--- src/rtl/haze_pkg.sv ---
// Shared types for the pixel frame streamer: FSM state encoding, pixel type and RGB field positions.
package haze_pkg;

    typedef enum logic [2:0] {
        ST_IDLE     = 3'd0,
        ST_PASS1    = 3'd1,
        ST_WAIT_ALE = 3'd2,
        ST_GAP      = 3'd3,
        ST_PASS2    = 3'd4,
        ST_DONE     = 3'd5
    } stream_state_e;

    typedef logic [23:0] pixel_t;

    localparam int PIX_R_MSB = 32'd23;
    localparam int PIX_R_LSB = 32'd16;
    localparam int PIX_G_MSB = 32'd15;
    localparam int PIX_G_LSB = 32'd8;
    localparam int PIX_B_MSB = 32'd7;
    localparam int PIX_B_LSB = 32'd0;

    function automatic logic is_pass_state(input stream_state_e s);
        return (s == ST_PASS1) || (s == ST_PASS2);
    endfunction

endpackage

--- src/rtl/pixel_addr_counter.sv ---
// Frame-buffer read address counter: clear to zero, increment, saturate at the last pixel.
module pixel_addr_counter #(
    parameter int COUNT_N = 16,
    parameter int ADDR_W  = 4
) (
    input  logic              clk,
    input  logic              rst,
    input  logic              clr_i,
    input  logic              inc_i,
    output logic [ADDR_W-1:0] addr_o,
    output logic              tc_o
);

    localparam logic [ADDR_W-1:0] LAST_ADDR = ADDR_W'(COUNT_N - 1);

    logic [ADDR_W-1:0] addr_q;
    logic [ADDR_W-1:0] addr_d;

    assign tc_o   = (addr_q == LAST_ADDR);
    assign addr_o = addr_q;

    // Next address: clear wins, otherwise count up without wrapping past the last pixel.
    always_comb begin
        addr_d = addr_q;
        if (clr_i) begin
            addr_d = '0;
        end else if (inc_i && !tc_o) begin
            addr_d = addr_q + ADDR_W'(1);
        end else begin
            addr_d = addr_q;
        end
    end

    // Address register.
    always_ff @(posedge clk) begin
        if (rst) begin
            addr_q <= '0;
        end else begin
            addr_q <= addr_d;
        end
    end

endmodule

--- src/rtl/pixel_frame_streamer.sv ---
// Two-pass frame-buffer reader feeding the haze core; PIXEL_STREAMER_STALL_EN adds an out_ready
// back-pressure input that throttles reads and holds the presented pixel.
module pixel_frame_streamer
    import haze_pkg::*;
#(
    parameter int IMG_WIDTH  = 512,
    parameter int IMG_HEIGHT = 512,
    parameter int GAP_CYCLES = 2,
    localparam int N_PIX     = IMG_WIDTH * IMG_HEIGHT,
    localparam int ADDR_W    = (N_PIX > 1) ? $clog2(N_PIX) : 1
) (
    input  logic              clk,
    input  logic              rst,
    input  logic              start,
`ifdef PIXEL_STREAMER_STALL_EN
    input  logic              out_ready,
`endif
    output logic [ADDR_W-1:0] mem_addr,
    output logic              mem_rd,
    input  logic [23:0]       mem_data,
    input  logic              ale_done,
    output logic [23:0]       input_pixel,
    output logic              input_is_valid,
    output logic              enable,
    output logic              busy,
    output logic              frame_done
);

    localparam int GAP_W = (GAP_CYCLES > 1) ? $clog2(GAP_CYCLES) : 1;

    stream_state_e      state_q;
    stream_state_e      state_d;
    logic [GAP_W-1:0]   gap_q;
    logic [GAP_W-1:0]   gap_d;
    logic               ready_s;
    logic               issue_s;
    logic               tc_s;
    logic               out_free_s;
    logic               fresh_q;
    logic               valid_q;
    pixel_t             hold_q;
    logic               enable_q;
    logic               busy_q;
    logic               frame_done_q;

`ifdef PIXEL_STREAMER_STALL_EN
    assign ready_s = out_ready;
`else
    assign ready_s = 1'b1;
`endif

    assign issue_s    = is_pass_state(state_q) && ready_s;
    // The presented pixel is gone after this cycle unless it is stalled.
    assign out_free_s = !valid_q || ready_s;

    pixel_addr_counter #(
        .COUNT_N (N_PIX),
        .ADDR_W  (ADDR_W)
    ) u_addr_cnt (
        .clk    (clk),
        .rst    (rst),
        .clr_i  (!is_pass_state(state_q)),
        .inc_i  (issue_s),
        .addr_o (mem_addr),
        .tc_o   (tc_s)
    );

    // Frame sequencing: two read passes separated by the ALE wait and a fixed gap.
    always_comb begin
        state_d = state_q;
        gap_d   = gap_q;
        case (state_q)
            ST_IDLE: begin
                if (start) state_d = ST_PASS1;
                else       state_d = ST_IDLE;
            end
            ST_PASS1: begin
                if (issue_s && tc_s) state_d = ST_WAIT_ALE;
                else                 state_d = ST_PASS1;
            end
            ST_WAIT_ALE: begin
                gap_d = '0;
                if (ale_done && out_free_s) state_d = (GAP_CYCLES == 0) ? ST_PASS2 : ST_GAP;
                else                        state_d = ST_WAIT_ALE;
            end
            ST_GAP: begin
                if (gap_q == GAP_W'(GAP_CYCLES - 1)) begin
                    state_d = ST_PASS2;
                end else begin
                    gap_d = gap_q + GAP_W'(1);
                end
            end
            ST_PASS2: begin
                if (issue_s && tc_s) state_d = ST_DONE;
                else                 state_d = ST_PASS2;
            end
            ST_DONE: state_d = ST_IDLE;
            default: state_d = ST_IDLE;
        endcase
    end

    // State, pixel-path and status registers.
    always_ff @(posedge clk) begin
        if (rst) begin
            state_q      <= ST_IDLE;
            gap_q        <= '0;
            fresh_q      <= 1'b0;
            valid_q      <= 1'b0;
            hold_q       <= '0;
            enable_q     <= 1'b0;
            busy_q       <= 1'b0;
            frame_done_q <= 1'b0;
        end else begin
            state_q      <= state_d;
            gap_q        <= gap_d;
            fresh_q      <= issue_s;
            valid_q      <= issue_s || (valid_q && !ready_s);
            if (valid_q && !ready_s) begin
                hold_q <= input_pixel;
            end else begin
                hold_q <= hold_q;
            end
            enable_q     <= (state_d == ST_GAP) || (state_d == ST_PASS2) || (state_d == ST_DONE);
            busy_q       <= (state_d != ST_IDLE);
            frame_done_q <= (state_d == ST_DONE);
        end
    end

    // Read data arrives one cycle after the strobe; a stalled pixel is replayed from hold_q.
    assign input_pixel    = fresh_q ? mem_data : hold_q;
    assign input_is_valid = valid_q;
    assign mem_rd         = issue_s;
    assign enable         = enable_q;
    assign busy           = busy_q;
    assign frame_done     = frame_done_q;

endmodule

--- config.mk ---
export PLATFORM = sky130hd
export DESIGN_NAME = pixel_frame_streamer
export DESIGN_NICKNAME = d
export VERILOG_FILES = /design/src/rtl/haze_pkg.sv /design/src/rtl/pixel_addr_counter.sv /design/src/rtl/pixel_frame_streamer.sv
export SDC_FILE = /design/constraint.sdc
export NUM_CORES = 1
export LEC_CHECK = 0
export ABC_AREA = 1
export ABC_CLOCK_PERIOD_IN_PS = 3180
export BUFFER_PORTS_ARGS = -buffer_cell sky130_fd_sc_hd__buf_2
export CORE_AREA = 2 2 60 62
export CTS_CLUSTER_SIZE = 20
export DETAILED_ROUTE_END_ITERATION = 10
export DIE_AREA = 0 0 62 64
export GPL_ROUTABILITY_DRIVEN = 0
export MAX_ROUTING_LAYER = met4
export PLACE_DENSITY = 0.8
export SLEW_MARGIN = 10
export SYNTH_ARGS = -nofsm -noshare
export SYNTH_HDL_FRONTEND = slang
export SYNTH_HIERARCHICAL = 1
export SYNTH_SLANG_ARGS = --single-unit
--- constraint.sdc ---
create_clock -name clk -period 3.18 [get_ports clk]
set_input_delay 0.318 -clock clk [delete_from_list [all_inputs] [get_ports clk]]
set_output_delay 0.318 -clock clk [all_outputs]
set_load 0.01 [all_outputs]
Word level (Yosys, flattened, before mapping)

Cells that the tools add are included.

Flip-flop bits (word level): 26
Bits in latches: 0
RAM bits: 0
Bits in read-only memories: 0
Input bits: 28
Output and inout bits: 47
Word-level logic and storage cells: 37
Memories: 0

$add $sub $neg: 2
$mul: 0
Divide/modulo/power cells: 0
Magnitude comparators: 0
Equality and inequality tests: 8
Shifts and indexed selects: 0
Mux-type cells: 9
Bitwise gates (word level): 1
Reductions and logical operators: 10

Operators by type and width:

| operator                                             | count |
|---|---|
| two-way mux 24 bit                                   | 1 |
| adder 18 x 1 -> 18 bit (second input constant)       | 1 |
| equality test 18 bit (second input constant)         | 1 |
| one-hot mux 3 bit (5 select lines)                   | 1 |
| equality test 3 x 2 -> 1 bit (second input constant) | 3 |
| equality test 3 bit (second input constant)          | 3 |
| two-way mux 1 bit                                    | 4 |
| equality test 3 x 1 -> 1 bit (second input constant) | 1 |
| logical NOT 3 bit                                    | 1 |
| logical OR 1 bit                                     | 3 |
| two-way mux 3 bit                                    | 1 |
| nonzero test 3 bit                                   | 1 |
| logical AND 1 bit                                    | 2 |
| two-way mux 2 bit                                    | 1 |
| one-hot mux 1 bit (2 select lines)                   | 1 |
| nonzero test 2 bit                                   | 1 |
| OR reduction 2 bit                                   | 1 |
| adder 1 bit (second input constant)                  | 1 |
| logical NOT 1 bit                                    | 1 |
| inverter 1 bit                                       | 1 |

Depth between registers and ports, before layout

Gate-level depths: netlist (run 1).

Depth after elaboration: 8
Mapped depth: 13
Depth with buffers taken out: 12

Cells and area by module

Netlist (run 1), hierarchy kept.

Modules (own cells, without submodules):

| module               | times used | cells each | area an instance (sq um) | seq. area each (sq um) |
|---|---|---|---|---|
| pixel_addr_counter   | 1          | 171        | 1079.8                   | 360.3 |
| pixel_frame_streamer | 1          | 100        | 544.3                    | 160.2 |

Worst setup path before layout (run 1)

No wires, ideal clock.

Path type: flip-flop to flip-flop
Start: register u_addr_cnt.addr_q[0], in the netlist u_addr_cnt/addr_o[0]
End: register enable_q, in the netlist enable
Setup time: 0.127 ns
Arrival time: 1.667 ns
Required time: 3.053 ns
Setup slack: 1.386 ns
Stages on the path, launching flop included: 14
Buffers on the path: 1
Period minus slack after synthesis: 1.794 ns
Cell sequence: dfxtp_1 ha_1 inv_2 nor2_2 nand2_2 nor2_4 nand3_2 buf_6 inv_2 inv_1 nand3_1 nand2_1 o21ai_1 a21oi_2

Longest elaborated chain between the ends: 7
Elaborated cells on any way between the ends: 10
Those cells by class: eq/ne: 4; mux: 3; reduce/logical: 3

Ends and longest elaborated chain:

| element                                                             | RTL line                                               | text |
|---|---|---|
| start, declared                                                     | pixel_addr_counter.sv:16                               | `logic [ADDR_W-1:0] addr_q;` |
| start signal, assigned                                              | pixel_addr_counter.sv:39                               | `addr_q <= addr_d;` |
| equality test 18 bit (*)                                            | pixel_addr_counter.sv:19                               | `assign tc_o = (addr_q == LAST_ADDR);` |
| via tc_s                                                            | pixel_frame_streamer.sv:37                             | `logic tc_s;` |
| logical AND 1 bit (*)                                               | pixel_frame_streamer.sv:78, pixel_frame_streamer.sv:94 |  |
| two-way mux 1 bit or two-way mux 2 bit (tied branches)              | pixel_frame_streamer.sv:94, pixel_frame_streamer.sv:78 |  |
| one-hot mux 3 bit (5 select lines) (*)                              | pixel_frame_streamer.sv:72                             | `case (state_q)` |
| equality test 3 x 2 -> 1 bit or equality test 3 bit (tied branches) | pixel_frame_streamer.sv:123                            | `enable_q <= (state_d == ST_GAP) \|\| (state_d == ST_PASS2) \|\| (state_d == ST_DONE);` |
| logical OR 1 bit                                                    | pixel_frame_streamer.sv:123                            |  |
| logical OR 1 bit (*)                                                | pixel_frame_streamer.sv:123                            |  |
| end signal, assigned                                                | pixel_frame_streamer.sv:123                            |  |
| end, declared                                                       | pixel_frame_streamer.sv:42                             | `logic enable_q;` |

Mark *: on every way through the listed nets, which the timed path passes. The rest lies on a longest branch.
A chain may end at the register's enable or synchronous reset.

Final worst setup path (run 1)

Start: register state_q[1]
End: register u_addr_cnt.addr_q[0], in the netlist u_addr_cnt/addr_o[0]

Longest elaborated chain between the ends: 4
Elaborated cells on any way between the ends: 6
Those cells by class: eq/ne: 2; bitwise: 1; reduce/logical: 3

Ends and longest elaborated chain:

| element                                                             | RTL line                    | text |
|---|---|---|
| start, declared                                                     | pixel_frame_streamer.sv:31  | `stream_state_e state_q;` |
| start signal, assigned                                              | pixel_frame_streamer.sv:114 | `state_q <= state_d;` |
| equality test 3 x 1 -> 1 bit or equality test 3 bit (tied branches) | haze_pkg.sv:23              | `return (s == ST_PASS1) \|\| (s == ST_PASS2);` |
| logical OR 1 bit (*)                                                | haze_pkg.sv:23              |  |
| inverter 1 bit (no line)                                            | n/a                         |  |
| OR reduction 2 bit (no line)                                        | n/a                         |  |

Every way passes the cells marked *; elsewhere a longest branch is shown, timed or not.

==> impl_metrics.csv, run 1 <==
group,metric,value,unit
layout,area_delta_synth_final,26.8,%
clock_tree,htree_levels,1,
logic_synthesis,ys_seq_elements,26,
route,totalWireLength,3680,um
clock_tree,clock_sinks,26,
sta,setup_tns,0,ns
layout,diodes,0,
critical_path,cp_slowest_stage_delay,0.61,ns
critical_path,path_delay_family,"simple AND/OR/NAND/NOR gates",
logic_synthesis,synth-edff-count,0,
min_path,min_path_type,"in -> reg",
grt,grt_pass1_wl,6060,um
die,die_area,3970,um^2
power_and_ir_drop,vdd_ir_drop_max,0.000214,V
sta,fin_skew,0.00587,ns
logic_synthesis,synth-main-ff-cell,"dfxtp_1",
critical_path,path_class,"reg -> reg",
clock_tree,cts_tree,"yes",
place,dp_hpwl,2840,um
route,drt.antenna.violating_nets,0,
critical_path,cp_data_required_time,3.44,ns
sta,setup_viol,0,
grt,grt_use_total,19.9,%
logic_synthesis,syn_area,1620,um^2
min_path,hp-start,"rst",
critical_path,cp.arrival,2.55,ns
layout,final_area,2060,um^2
clock_tree,clk_latency,0.32,ns
sta,timing.final.hold_violations,0,
die,rows,21,
outcome,outcome,"finished clean",
logic_synthesis,yosys-top-cells-count,"nand2_1, inv_1, nor2_1, nand3_1, dfxtp_1",
place,placed_cell_area,2010,um^2
place,place_worst_setup_slack,0.894,ns
logic_synthesis,ys.warnings.count,6,
layout,drive_above_1_share,28.4,%
die,core,3280,um^2
route,first_pass_iters,5,
sta,max_freq,0.436,GHz
grt,grt-ovfl-total,0,
logic_synthesis,ys_seq_area_share,32.0,%
critical_path,r2r-start,"state_q[1]$_SDFF_PP0_",
logic_synthesis,synth_area_leader_cell,"dfxtp_1",
sta,setup_ws,0.885,ns
sta,grt_setup_unrepaired,"false",
min_path,min_to,"enable$_SDFF_PP0_",
clock_tree,clockBufferDepth,2,
sta,min_period,2.29,ns
sta,whs,0.263,ns
min_path,min_delay_path_depth,2,
sta,worstMarginPinSlew,0.754,ns
clock_tree,cts-hold-fix-buffers,0,
clock_tree,clockRootBuffer,"clkbuf_4",
layout,final_core_util,62.7,%
clock_tree,cts_resized,0,
place,port_buffers,74,
logic_synthesis,async_reset_ff_share,0,%
sta,drv_slew,0,
route,vias,1790,
critical_path,rr_endpoint,"u_addr_cnt/addr_o[0]$_SDFFE_PP0P_",
logic_synthesis,syn_avg_cell_area,5.99,um^2
clock_tree,path_clk_slew,0.14,ns
grt,grt_max_degree,26,
critical_path,setup.worst_path.start_class,"flop",
logic_synthesis,synthTopCellsByArea,"dfxtp_1, nand2_1, inv_1, nand3_1, nor2_1",
run,drv_cap,0,
die,die_height,64,um
logic_synthesis,synth.most_common_cell,"nand2_1",
clock_tree,post_cts_buffers,0,
critical_path,path_cells,"nor2_2, nand2_1, nand2_1, inv_1, nor2_1, inv_1, a21oi_1",
route,avgViaCountPerCell,4.61,
logic_synthesis,synthCells,271,
critical_path,path_buf_inv,2,
sta,relSlewSlack,49.5,%
critical_path,cp-end-kind,"flop",
route,wl_per_cell,9.48,um
clock_tree,cts_made_buffers,3,
route,route.detailed.drc,0,
logic_synthesis,synthesis.nets,300,
critical_path,slowest_stage,"nor2_1",
grt,grt_pass1_vias,1492,
critical_path,rr_worst_depth,7,
critical_path,rrSetupSlack,0.89,ns
power_and_ir_drop,total_leakage_power,1.18,nW
critical_path,worstPathMaxFanout,14,
layout,nets,372,
die,start_util,49.4,%
logic_synthesis,ys_types,25,
logic_synthesis,yosysTopAreaCellShare,32.0,%
die,die_x,62,um
grt,antenna_found_initial,0,
power_and_ir_drop,power_density,307,nW/um^2
die,ios,75,
route,drt_iter0_drc,34,
sta,post-route-period-util,72.2,%
==> area by class of cell <==
class	instances	area, um^2
Sequential cell	26	520
Fill cell	302	1220
Tap cell	46	57.6
Clock buffer	3	22.5
Clock inverter	1	30.0
Timing Repair Buffer	74	370
Inverter	53	199
Multi-Input combinational cell	185	860
==> placed cells by master, fill, tap and decap left out, types with 3 or more instances in the layout <==
| cell | Yosys | final |
|---|---|---|
| nor2_2 | 3 | 3 |
| nand2_2 | 4 | 4 |
| inv_1 | 47 | 47 |
| clkbuf_4 | 1 | 3 |
| a21oi_1 | 19 | 19 |
| buf_2 | 0 | 74 |
| inv_2 | 6 | 6 |
| nor2_1 | 34 | 34 |
| nand3b_1 | 3 | 3 |
| nand2_1 | 77 | 77 |
| nand3_1 | 29 | 29 |
| nand4_1 | 3 | 3 |
| dfxtp_1 | 26 | 26 |
==> metrics by stage <==
step	instances	total power (W)
floorplan	271	0.000380
global placement	384	0.000413
detailed placement	384	0.000414
CTS	388	0.000638
global route	388	0.000664
finish	388	0.000632
==> sequential cells by signal (all words and copies together), names as in the netlist <==
name	count
u_addr_cnt/addr_o	18
frame_done	1
state_q	3
gap_q	1
enable	1
busy	1
input_is_valid	1
==> report_power, final <==
part,total [W],switching (W),internal (W)
clock,0.000225,0.0000977,0.000127
sequential,0.000336,0.00000655,0.000329
combinational,0.0000711,0.0000406,0.0000305
==> worst max path at each step <==
stage	start	endpoint	slack, ns	depth (start not counted)
6_report	state_q[1]$_SDFF_PP0_	u_addr_cnt/addr_o[0]$_SDFFE_PP0P_	0.89	7
5_1_grt	state_q[1]$_SDFF_PP0_	u_addr_cnt/addr_o[8]$_SDFFE_PP0P_	0.60	7
4_1_cts	state_q[1]$_SDFF_PP0_	u_addr_cnt/addr_o[0]$_SDFFE_PP0P_	0.86	7
3_5_place_dp	state_q[1]$_SDFF_PP0_	u_addr_cnt/addr_o[0]$_SDFFE_PP0P_	0.89	7
3_3_place_gp	state_q[1]$_SDFF_PP0_	u_addr_cnt/addr_o[7]$_SDFFE_PP0P_	1.02	7
2_1_floorplan	u_addr_cnt/addr_o[0]$_SDFFE_PP0P_	enable$_SDFF_PP0_	1.39	13
==> kinds of logic after synthesis <==
group	share of synthesized area (%)
AOI/OAI and AO/OA	8.01
and+or+nand+nor	43.1
adders and majority gates	0.770
buffers and inverters	15.0
xor gates and xnor gates	1.08
DFF	32.0
==> metal layers <==
metal  up-vias  wire [um]  GRT usage [%]  part of all wire [%]
met5         -          0              -                     0
met4         0         27           5.59                  0.73
met3         2        200           2.43                   5.4
met2        51       1770           34.1                    48
met1       768       1680           23.8                    46
li1        969          -              -                     -
Note: power is estimated with default switching activity, not from simulation.
==> inputs of run 2 (changes only) <==
- ABC_CLOCK_PERIOD_IN_PS: 3180 -> 2400
- CORE_AREA: 2 2 60 62 -> 2 2 62 64
- DIE_AREA: 0 0 62 64 -> 0 0 64 66
- PLACE_DENSITY: 0.8 -> 0.76
- clock period: 3.18 -> 2.4 ns (I/O delays scaled with it)
==> run 2 against run 1 <==
Sequential share of layout area grew 0.062 points. Largest power group unchanged. Via count decreased by 0.95%. Setup slack worse by 0.25 ns. First-iteration DRC count grew 130%. Critical endpoint is now busy$_SDFF_PP0_. Critical path depth is 5 higher. Fmax grew 30%. Total power rose by 14%. Critical path type unchanged. Wire length is 4.7% higher.
==> impl_metrics.csv, run 2 (synthesis results as in run 1) <==
group,metric,value,unit
sta,post-route-period-util,73.3,%
layout,area_delta_synth_final,26.5,%
clock_tree,clock_sinks,26,
critical_path,setup.worst_path.start_class,"flop",
layout,drive_above_1_share,28.8,%
route,totalWireLength,3850,um
critical_path,cp-end-kind,"flop",
layout,layout_commonest_cell,"nand2_1",
sta,relSlewSlack,51.8,%
sta,min_period,1.76,ns
die,rows,22,
critical_path,worstPathMaxFanout,5,
outcome,outcome,"finished clean",
sta,grt_setup_unrepaired,"false",
route,first_pass_iters,4,
clock_tree,clockBufferDepth,2,
place,port_buffers,74,
clock_tree,clk_latency,0.31,ns
sta,fin_skew,0.00584,ns
grt,grt_use_total,19.6,%
sta,setup_viol,0,
critical_path,rr_worst_depth,12,
clock_tree,cts_resized,0,
route,drt.antenna.violating_nets,0,
layout,n_fill_cell,379,
die,core,3550,um^2
layout,final_cell_mix,"nand2_1, buf_2, inv_1",
critical_path,cp_data_required_time,2.61,ns
clock_tree,cts_tree,"yes",
sta,drv_slew,0,
die,ios,75,
power_and_ir_drop,power_density,352,nW/um^2
min_path,min_path_type,"in -> reg",
clock_tree,htree_levels,1,
clock_tree,clockRootBuffer,"clkbuf_4",
grt,grt_pass1_vias,1568,
power_and_ir_drop,total_leakage_power,1.18,nW
route,route.detailed.drc,0,
critical_path,path_class,"reg -> reg",
sta,setup_tns,0,ns
power_and_ir_drop,vdd_ir_drop_max,0.000374,V
sta,worstMarginPinSlew,0.722,ns
die,die_area,4220,um^2
place,dp_hpwl,3040,um
route,drt_iter0_drc,78,
run,drv_cap,0,
die,die_x,64,um
die,die_height,66,um
sta,max_freq,0.568,GHz
route,wl_per_cell,9.83,um
route,avgViaCountPerCell,4.52,
grt,grt-ovfl-total,0,
layout,largest_register_ffs,18,
clock_tree,cts-hold-fix-buffers,0,
layout,diodes,0,
layout,nets,375,
clock_tree,path_clk_slew,0.14,ns
route,vias,1773,
min_path,min_delay_path_depth,2,
layout,final_core_util,57.9,%
sta,timing.final.hold_violations,0,
grt,antenna_found_initial,0,
grt,grt_pass1_wl,6630,um
die,start_util,45.7,%
grt,grt_max_degree,26,
clock_tree,cts_made_buffers,3,
critical_path,cp.arrival,1.97,ns
clock_tree,post_cts_buffers,0,
-- run 2: cell count changes in the layout (fill, tap and decap cells not counted), sizes merged --
cell    previous run  this run
bufinv             1         0
buf               74        77
-- run 2: where the power goes --
part,leakage [nW],internal [W],switching (W),total [W]
clock,0.0138,0.0000585,0.000120,0.000179
combinational,0.954,0.0000433,0.0000553,0.0000985
sequential,0.210,0.000436,0.00000908,0.000445
-- run 2: layout make-up --
type / count / area (um^2) / area share [%]
flip-flops and latches: 26 / 520 / 25.3
clock buffers: 3 / 22.5 / 1.10
multi-input cells: 185 / 860 / 41.8
well taps: 48 / 60.1 / 2.92
inverters: 53 / 199 / 9.68
repair buffers: 77 / 393 / 19.1
-- run 2: per-layer routing --
| layer | track usage, % | share of wire (%) | vias up |
|---|---|---|---|
| li1 | - | - | 970 |
| met1 | 22.7 | 47 | 747 |
| met3 | 2.73 | 6.2 | 4 |
| met4 | 5.98 | 0.73 | 0 |
| met2 | 35.2 | 47 | 52 |
| met5 | - | 0 | - |
-- run 2: worst paths after layout --
check                           slack (ns)                         startpoint            endpoint
worst max-delay path                  0.64  u_addr_cnt/addr_o[0]$_SDFFE_PP0P_     busy$_SDFF_PP0_
worst min-delay path                  0.19                                rst   enable$_SDFF_PP0_
worst max register to register        0.64  u_addr_cnt/addr_o[0]$_SDFFE_PP0P_     busy$_SDFF_PP0_
worst min register to register        0.48                 gap_q$_SDFFE_PP0P_  gap_q$_SDFFE_PP0P_
-- run 2: worst max-delay path, stage by stage (launching register included) --
cell and delay, ns:
dfxtp_1 0.41, ha_1 0.28, inv_2 0.05, nor2_2 0.13
nand2_2 0.10, nor2_4 0.11, nand3_2 0.08, inv_2 0.07
inv_1 0.04, nand3_1 0.07, nand2_1 0.07, nor2_1 0.15
a21oi_1 0.09
-- run 2: stage by stage --
stage	hold slack [ns]	total power, W	cell area, um^2	setup WS [ns]	instances
floorplan	0.424	0.000504	1620	0.606	271
global placement	0.464	0.000551	2030	0.730	389
detailed placement	0.468	0.000553	2030	0.660	389
CTS	0.179	0.000730	2050	0.623	392
global route	0.195	0.000761	2050	0.435	392
finish	0.187	0.000723	2050	0.640	392
==> inputs of run 3 (changes only) <==
- ABC_CLOCK_PERIOD_IN_PS: 2400 -> 1800
- clock period: 2.4 -> 1.8 ns (I/O delays scaled with it)
==> run 3 against run 2 <==
Clock skew up 0.0081 ns. Fmax up 4.0%. Die area unchanged. Critical path depth down 3. Clock power up 40%. Sequential power up 32%. Register-to-register slack worse by 0.53 ns. Critical path type unchanged. Largest power group unchanged. Highest routed layer unchanged.
==> impl_metrics.csv, run 3 (synthesis results as in run 1) <==
group,metric,value,unit
critical_path,worstPathMaxFanout,13,
route,drt.antenna.violating_nets,0,
layout,nets,381,
critical_path,setup.worst_path.start_class,"flop",
clock_tree,post_cts_buffers,0,
layout,final_cell_mix,"nand2_1, buf_2, inv_1",
critical_path,r2r-start,"state_q[1]$_SDFF_PP0_",
grt,grt-ovfl-total,0,
place,dp_cells,395,
critical_path,setup.worst_path.end,"u_addr_cnt/addr_o[0]$_SDFFE_PP0P_",
route,totalWireLength,3900,um
route,wl_per_cell,9.79,um
critical_path,cp-end-kind,"flop",
grt,antenna_found_initial,0,
clock_tree,htree_levels,1,
critical_path,slowest_stage,"dfxtp_2",
critical_path,path_buf_inv,4,
grt,grt_max_degree,26,
sta,setup_viol,0,
die,core,3550,um^2
critical_path,cp_slowest_stage_delay,0.37,ns
layout,largest_register_ffs,18,
layout,diodes,0,
layout,layout_commonest_cell,"nand2_1",
sta,max_freq,0.591,GHz
clock_tree,cts_tree,"yes",
grt,grt_use_met2,34.5,%
critical_path,rr_worst_depth,9,
clock_tree,clockRootBuffer,"clkbuf_4",
route,route.detailed.drc,0,
clock_tree,cts_resized,0,
layout,area_delta_synth_final,30.5,%
clock_tree,clk_latency,0.32,ns
clock_tree,cts-hold-fix-buffers,0,
critical_path,setup.worst_path.start,"state_q[1]$_SDFF_PP0_",
sta,post-route-period-util,94.0,%
route,avgViaCountPerCell,4.63,
clock_tree,cts_made_buffers,3,
sta,worstMarginPinSlew,0.279,ns
sta,timing.final.hold_violations,0,
layout,n_fill_cell,359,
clock_tree,clock_sinks,26,
grt,grt-busiest-layer,"met2",
die,die_x,64,um
critical_path,path_cells,"nor2_2, nand2_1, nand2_1, buf_6, inv_1, nor2_1, buf_6, clkinvlp_4, a21oi_1",
critical_path,rrSetupSlack,0.11,ns
die,die_height,66,um
die,start_util,45.7,%
sta,whs,0.118,ns
critical_path,cp_data_required_time,2.05,ns
place,dp_hpwl,3050,um
power_and_ir_drop,vdd_ir_drop_max,0.000369,V
sta,min_period,1.69,ns
run,drv_cap,0,
sta,relSlewSlack,81.3,%
layout,final_cells,398,
die,ios,75,
route,vias,1843,
route,first_pass_iters,4,
grt,grt_pass1_vias,1571,
place,port_buffers,74,
power_and_ir_drop,power_density,463,nW/um^2
critical_path,rr_endpoint,"u_addr_cnt/addr_o[0]$_SDFFE_PP0P_",
critical_path,path_delay_family,"buffers and inverters",
grt,gr-usage-met1,21.9,%
grt,grt_util_met3,2.21,%
sta,fin_skew,0.0139,ns
critical_path,path_class,"reg -> reg",
critical_path,cp.arrival,1.94,ns
grt,grt_use_total,19.1,%
clock_tree,path_clk_slew,0.13,ns
critical_path,crit_cells,9,
power_and_ir_drop,total_leakage_power,1.21,nW
route,drt_iter0_drc,44,
outcome,outcome,"finished clean",
sta,drv_slew,0,
die,die_area,4220,um^2
layout,drive_above_1_share,31.4,%
grt,grt_pass1_wl,6340,um
die,rows,22,
min_path,min_path_type,"in -> reg",
clock_tree,clockBufferDepth,2,
==> run 3: cell type report <==
type,count,area [um^2],share of cell area (%)
well taps,48,60.1,2.83
inverters,53,203,9.56
flip-flops and latches,26,523,24.7
repair buffers,83,445,21.0
clock buffers,3,22.5,1.06
multi-input cells,185,866,40.9
==> run 3: worst register-to-register path, stage by stage, from the launching register on <==
cell and delay (ns):
dfxtp_2 0.37, nor2_2 0.14, nand2_1 0.12, nand2_1 0.12
buf_6 0.16, inv_1 0.06, nor2_1 0.14, buf_6 0.18
clkinvlp_4 0.18, a21oi_1 0.16
==> run 3: worst min-delay path by stage <==
stage	depth (start not counted)	startpoint	end	slack, ns
6_report	2	rst	enable$_SDFF_PP0_	0.12
5_1_grt	2	rst	enable$_SDFF_PP0_	0.12
4_1_cts	2	rst	enable$_SDFF_PP0_	0.11
3_5_place_dp	2	rst	enable$_SDFF_PP0_	0.46
3_3_place_gp	2	rst	enable$_SDFF_PP0_	0.45
2_1_floorplan	3	rst	u_addr_cnt/addr_o[17]$_SDFFE_PP0P_	0.36
==> run 3: per-stage QoR <==
step	util, %	TNS [ns]	power, W	area [um^2]	setup slack [ns]
after CTS	59.1	0	0.000985	2100	0.132
after floorplan	-	0	0.000672	1620	0.00582
after detailed placement	58.5	0	0.000740	2080	0.156
after global routing	59.7	-0.00288	0.00103	2120	-0.00288
after global placement	58.5	0	0.000737	2080	0.203
final	59.7	0	0.000982	2120	0.108
==> run 3: metal layers <==
layer / vias up / part of all wire (%) / wire (um)
met5: - / 0 / 0
met4: 0 / 0.59 / 23
met3: 2 / 5.9 / 228
met2: 49 / 47 / 1830
met1: 810 / 47 / 1820
li1: 982 / - / -
==> run 3: report_power, final <==
group	total, W	leakage, nW	internal, W	switching (W)
logic	0.000145	0.983	0.0000623	0.0000828
registers	0.000586	0.211	0.000582	0.00000421
clock network	0.000251	0.0138	0.0000783	0.000173
